**config.mk**
```make
export PLATFORM = sky130hd
export DESIGN_NAME = mem_stage
export DESIGN_NICKNAME = d
export VERILOG_FILES = /design/src/rtl/mem_stage.sv
export SDC_FILE = /design/constraint.sdc
export NUM_CORES = 1
export LEC_CHECK = 0
export BUFFER_PORTS_ARGS = -buffer_cell sky130_fd_sc_hd__buf_2
export CAP_MARGIN = 20
export CORE_MARGIN = 2
export CORE_UTILIZATION = 43
export DETAILED_ROUTE_END_ITERATION = 8
export GPL_ROUTABILITY_DRIVEN = 0
export PLACE_DENSITY = 0.92
export SLEW_MARGIN = 30
export SYNTH_ARGS = -nofsm -noshare
export SYNTH_HDL_FRONTEND = slang
export SYNTH_SLANG_ARGS = --single-unit
```
**constraint.sdc**
```tcl
create_clock -name clk -period 3.63 [get_ports clk]
set_clock_uncertainty 0.2 [all_clocks]
set_input_delay 0.5445 -clock clk [delete_from_list [all_inputs] [get_ports clk]]
set_output_delay 0.5445 -clock clk [all_outputs]
set_load 0.01 [all_outputs]
```
**src/rtl/mem_stage.sv**
```systemverilog
// mem_stage: byte-serial load/store unit between EX/MEM and MEM/WB.
// One RAM byte per ack, little-endian; holds the pipeline until the last byte.
module mem_stage (
   input  logic        clk,
   input  logic        rst,
   input  logic [7:0]  in_op,
   input  logic [31:0] in_addr,
   input  logic [31:0] in_wdata,
   input  logic        in_we,
   input  logic [4:0]  in_waddr,
   input  logic [31:0] in_result,
   output logic        stall_req,
   output logic        ram_req,
   output logic        ram_we,
   output logic [31:0] ram_addr,
   output logic [7:0]  ram_wdata,
   input  logic [7:0]  ram_rdata,
   input  logic        ram_ack,
   output logic        wb_we,
   output logic [4:0]  wb_waddr,
   output logic [31:0] wb_wdata
);
   localparam logic [7:0] OP_LB  = 8'h20;
   localparam logic [7:0] OP_LH  = 8'h21;
   localparam logic [7:0] OP_LW  = 8'h22;
   localparam logic [7:0] OP_LBU = 8'h23;
   localparam logic [7:0] OP_LHU = 8'h24;
   localparam logic [7:0] OP_SB  = 8'h28;
   localparam logic [7:0] OP_SH  = 8'h29;
   localparam logic [7:0] OP_SW  = 8'h2A;

   typedef enum logic {S_IDLE, S_ACCESS} state_t;

   state_t      r_state;
   logic [1:0]  r_k;
   logic [23:0] r_buf;

   logic        w_load;
   logic        w_store;
   logic        w_signed;
   logic        w_mem;
   logic [1:0]  w_last;
   logic [1:0]  w_k;
   logic        w_final;
   logic [31:0] w_ldata;
   logic [31:0] w_wsh;

   always_comb begin
      w_load   = 1'b0;
      w_store  = 1'b0;
      w_signed = 1'b0;
      w_last   = 2'd0;
      case (in_op)
         OP_LB:  begin w_load = 1'b1; w_signed = 1'b1; end
         OP_LH:  begin w_load = 1'b1; w_signed = 1'b1; w_last = 2'd1; end
         OP_LW:  begin w_load = 1'b1; w_last = 2'd3; end
         OP_LBU: w_load = 1'b1;
         OP_LHU: begin w_load = 1'b1; w_last = 2'd1; end
         OP_SB:  w_store = 1'b1;
         OP_SH:  begin w_store = 1'b1; w_last = 2'd1; end
         OP_SW:  begin w_store = 1'b1; w_last = 2'd3; end
         default: ;
      endcase
   end

   assign w_mem   = w_load | w_store;
   // IDLE always means byte 0, whatever r_k holds
   assign w_k     = (r_state == S_IDLE) ? 2'd0 : r_k;
   assign w_final = w_mem & ram_ack & (w_k == w_last);
   assign w_wsh   = in_wdata >> {w_k, 3'b000};

   always_comb begin
      case (w_last)
         2'd0:    w_ldata = {{24{w_signed & ram_rdata[7]}}, ram_rdata};
         2'd1:    w_ldata = {{16{w_signed & ram_rdata[7]}},
                             ram_rdata, r_buf[7:0]};
         default: w_ldata = {ram_rdata, r_buf};
      endcase
   end

   always_comb begin
      stall_req = 1'b0;
      ram_req   = 1'b0;
      ram_we    = 1'b0;
      ram_addr  = 32'd0;
      ram_wdata = 8'd0;
      wb_we     = 1'b0;
      wb_waddr  = 5'd0;
      wb_wdata  = 32'd0;
      if (!rst) begin
         if (w_mem) begin
            ram_req   = 1'b1;
            ram_addr  = in_addr + {30'd0, w_k};
            ram_we    = w_store;
            ram_wdata = w_store ? w_wsh[7:0] : 8'd0;
            stall_req = ~w_final;
            if (w_final && w_load) begin
               wb_we    = in_we;
               wb_waddr = in_waddr;
               wb_wdata = w_ldata;
            end
         end else begin
            wb_we    = in_we;
            wb_waddr = in_waddr;
            wb_wdata = in_result;
         end
      end
   end

   always_ff @(posedge clk) begin
      if (rst) begin
         r_state <= S_IDLE;
         r_k     <= 2'd0;
         r_buf   <= 24'd0;
      end else if (w_mem && ram_ack) begin
         if (w_k == w_last) begin
            r_state <= S_IDLE;
            r_k     <= 2'd0;
         end else begin
            r_state <= S_ACCESS;
            r_k     <= w_k + 2'd1;
            if (w_load) begin
               case (w_k)
                  2'd0:    r_buf[7:0]   <= ram_rdata;
                  2'd1:    r_buf[15:8]  <= ram_rdata;
                  default: r_buf[23:16] <= ram_rdata;
               endcase
            end
         end
      end
   end
endmodule

```
==> PnR_summary.wiki <==
{| class="wikitable"
! Metric !! Value
|-
| Worst setup EP type || output port
|-
| Via density per instance || 5.360
|-
| Multiplexer share of the synthesized area || 10.06%
|-
| Starting Density || 44.88%
|-
| Setup CP Type || primary input to output port
|-
| Final routed wire length divided by cell count || 13.76 um
|-
| Floorplan Core Area || 6869 um2
|-
| Data arrival at the endpoint of the critical path || 2.67 ns
|-
| Htree depth || 1
|-
| Combinational family with the most area after synthesis || simple AND/OR/NAND/NOR gates
|-
| Via count of the first global-routing pass || 3482
|-
| Dominant register cell in the synthesized netlist || sky130_fd_sc_hd__dfxtp_1
|-
| Main area contributors after synthesis || sky130_fd_sc_hd__dfxtp_1 (18%), sky130_fd_sc_hd__mux2i_1 (10%), sky130_fd_sc_hd__nand2_1 (7.9%)
|-
| Minimum clock period after layout || 3.415 ns
|-
| Type of the tightest min-delay check || register to register
|-
| Share of synthesized cell area in and, or, nand and nor gates || 36.81%
|-
| Top fanout value on the critical path || 26
|-
| Detailed Route Iter0 Violations || 176
|-
| Placed Instance Area || 4192 um2
|-
| Number of pins exceeding their max-slew limit in the final report || 0
|-
| Fin Setup TNS || 0 ns
|-
| P_leak || 2.164 nW
|-
| Clock-pin slew of the registers on the worst-case setup and hold paths || 0.09 ns
|-
| Count of antenna diodes in the layout || 0
|-
| Number of cells on the worst reg-to-reg path || 7
|-
| Adder-cell share of the synthesized area || 2.273%
|-
| Worst endpoint required time || 2.89 ns
|-
| Post-synthesis sequential area ratio || 17.53%
|-
| TritonCTS clock tree || done
|-
| Detail Route Antenna Nets || 0
|-
| Largest net degree at the start of global routing || 41
|-
| Die outline height || 88.68 um
|-
| Sort of element at the start of the critical path || primary input
|-
| Worst-Skew Late Latency || 0.27 ns
|-
| Worst hold path stage count || 2
|-
| Overall Global Routing Usage || 23.18%
|-
| DIE AREA || 7863 um2
|-
| Portion of synthesized cell area occupied by the leading cell type || 17.53%
|-
| Final Net Count || 753
|-
| Number of synthesized flops with an enable pin || 0
|-
| Buffer cell driving the clock tree root || sky130_fd_sc_hd__clkbuf_8
|-
| Vias || 3870
|-
| Post-layout instance area || 4237 um2
|-
| Post-CTS setup buffer count || 0
|-
| Die W || 88.68 um
|-
| Boundary Pins || 202
|-
| Number of nets produced by synthesis || 561
|-
| Fraction of synthesized cell area in xor and xnor cells || 8.523%
|-
| Synth area leader || sky130_fd_sc_hd__dfxtp_1
|-
| Slew at the pin closest to its max-slew limit || 0.7920 ns
|-
| CTS Buf Count || 3
|-
| Number of sinks handled by clock tree synthesis || 27
|-
| RSZ-0062 raised after global routing || no
|-
| WHS || 0.2829 ns
|-
| Power per cell area || 164.6 nW/um2
|-
| R2r startpoint || r_k[0]$_SDFFE_PP0N_
|-
| Number of filler instances in the final layout || 641
|-
| Setup violators final || 0
|-
| Hold path endpoint || r_buf[18]$_SDFFE_PP0P_
|-
| Most used standard cells in the synthesized netlist || sky130_fd_sc_hd__nand2_1 (65), sky130_fd_sc_hd__nor2_1 (54), sky130_fd_sc_hd__nand2b_1 (34), sky130_fd_sc_hd__mux2i_1 (31), sky130_fd_sc_hd__dfxtp_1 (27)
|-
| Post-synthesis cell type count || 49
|-
| Worst Min Path Start || r_buf[18]$_SDFFE_PP0P_
|-
| Warnings, synthesis || 0
|-
| Terminus of the critical flop-to-flop path || r_buf[21]$_SDFFE_PP0P_
|-
| Status || finished, final reports clean
|-
| Post-synthesis sequential element count || 27
|-
| Reg-to-reg slack, setup || 0.86 ns
|-
| Global-route wire length before repair || 14.92 mm
|-
| Relative slew margins || 46.76%
|-
| Area fraction in compound gates after synthesis || 20.05%
|-
| Wire length after detailed routing || 9.935 mm
|-
| Synth Cell Area || 3083 um2
|-
| Port Buffers || 201
|-
| Fraction of layout cells with a size suffix above 1 || 38.66%
|-
| Count leader, synth || sky130_fd_sc_hd__nand2_1
|-
| Ratio of final minimum period to clock period || 94.08%
|-
| Area growth from synthesis to layout || 37.42%
|-
| Std cell rows || 30
|-
| Buffers from clock root to sink, at most || 2
|-
| Post-cts repair resize count || 0
|-
| Half-perimeter wire length after placement || 7.964 mm
|-
| Peak ir drop on the vdd network || 0.0001515 V
|-
| Initial DRT Pass Iterations || 4
|-
| Initial antenna violation count || 0
|-
| Number of standard cells after synthesis || 435
|-
| Grt ovf || 0
|-
| Synthesized area divided by synthesized cell count || 7.087 um2
|-
| # Max-Cap Violations || 0
|-
| Share of async-settable or async-resettable flops after synthesis || 0%
|-
| Achievable clock frequency || 292.8 MHz
|-
| Post-route DRC violation count || 0
|-
| CTS Hold Bufs || 0
|-
| Final Hold Vio Count || 0
|-
| Power after layout || 0.6972 mW
|}
-- worst max-delay path by stage --
stage	startpoint	endpoint	slack (ns)	depth (start not counted)
3_5_place_dp	in_op[4]	wb_wdata[8]	0.19	8
4_1_cts	in_op[4]	wb_wdata[8]	0.18	8
2_1_floorplan	r_k[0]$_SDFFE_PP0N_	ram_addr[20]	0.14	10
5_1_grt	in_op[4]	wb_wdata[14]	0.02	8
6_report	in_op[4]	wb_wdata[31]	0.22	8
3_3_place_gp	in_op[4]	wb_wdata[31]	0.27	8
-- logic make-up (layout without fill, tap and decap cells) --
kind of cell	count (synthesis)	after routing
adders and majority gates	5	5
buffers and inverters	33	224
and+or+nand+nor	223	223
DFF	27	27
AOI/OAI and AO/OA	86	86
muxes	31	31
xor gates and xnor gates	30	30
-- placed cells by master (no fill, tap or decap), types with 8 or more instances in the layout --
cell type                  synthesis  final
sky130_fd_sc_hd__o21ai_2          12     12
sky130_fd_sc_hd__buf_4             1     13
sky130_fd_sc_hd__nor2b_1           8      8
sky130_fd_sc_hd__nor2_1           54     53
sky130_fd_sc_hd__nand3_1          14     14
sky130_fd_sc_hd__mux2i_1          31     31
sky130_fd_sc_hd__buf_2             3    201
sky130_fd_sc_hd__a311oi_1          8      8
sky130_fd_sc_hd__a221oi_1         10     10
sky130_fd_sc_hd__a211oi_1          9      9
sky130_fd_sc_hd__nand2b_1         34     34
sky130_fd_sc_hd__o21a_1            8      8
sky130_fd_sc_hd__nand2_1          65     65
sky130_fd_sc_hd__xor2_1           24     24
sky130_fd_sc_hd__o21ai_0          24     24
sky130_fd_sc_hd__dfxtp_1          27     27
sky130_fd_sc_hd__nand4_1          11     11
-- power breakdown --
group | total [mW] | switching (mW) | internal, mW | leakage [nW]
Clock | 0.167 | 0.0884 | 0.0785 | 0.0228
Sequential | 0.296 | 0.000289 | 0.296 | 0.217
Combinational | 0.234 | 0.122 | 0.112 | 1.92
Total | 0.697 | 0.210 | 0.487 | 2.16
-- stage by stage --
| stage | std cells | utilization (%) | setup slack [ns] |
|---|---|---|---|
| floorplan | 435 | - | 0.1358 |
| global placement | 718 | 61.02 | 0.2693 |
| detailed placement | 718 | 61.02 | 0.1871 |
| CTS | 722 | 61.68 | 0.1810 |
| global route | 722 | 61.68 | 0.01950 |
| finish | 722 | 61.68 | 0.2150 |
-- layer usage --
metal  track usage (%)  part of all wire [%]  vias to the layer above
li1                  -                     -                     1910
met1             27.10                    41                     1795
met2             43.83                    51                      148
met3             2.892                   6.2                       17
met4             6.474                   1.6                        0
met5                 0                     0                        -
-- worst max-delay path: stages --
cell	delay [ns]
sky130_fd_sc_hd__buf_2	0.11
sky130_fd_sc_hd__or4b_1	0.60
sky130_fd_sc_hd__a221oi_1	0.50
sky130_fd_sc_hd__nor2_2	0.27
sky130_fd_sc_hd__buf_4	0.29
sky130_fd_sc_hd__nand2_1	0.10
sky130_fd_sc_hd__o21ai_0	0.08
sky130_fd_sc_hd__buf_2	0.17
-- cell type report --
class / count / area, um2 / area share [%]
Tap cell: 96 / 120.1 / 2.835
Sequential cell: 27 / 540.5 / 12.76
Inverter: 6 / 22.52 / 0.5316
Multi-Input combinational cell: 375 / 2405 / 56.76
Timing Repair Buffer: 214 / 1104 / 26.05
Clock buffer: 4 / 45.04 / 1.063
-- flip-flops by register name, summed over array words and instances, names as in the netlist --
register  count
r_buf        24
r_state       1
r_k           2
Power figures use the tool's default switching activity.
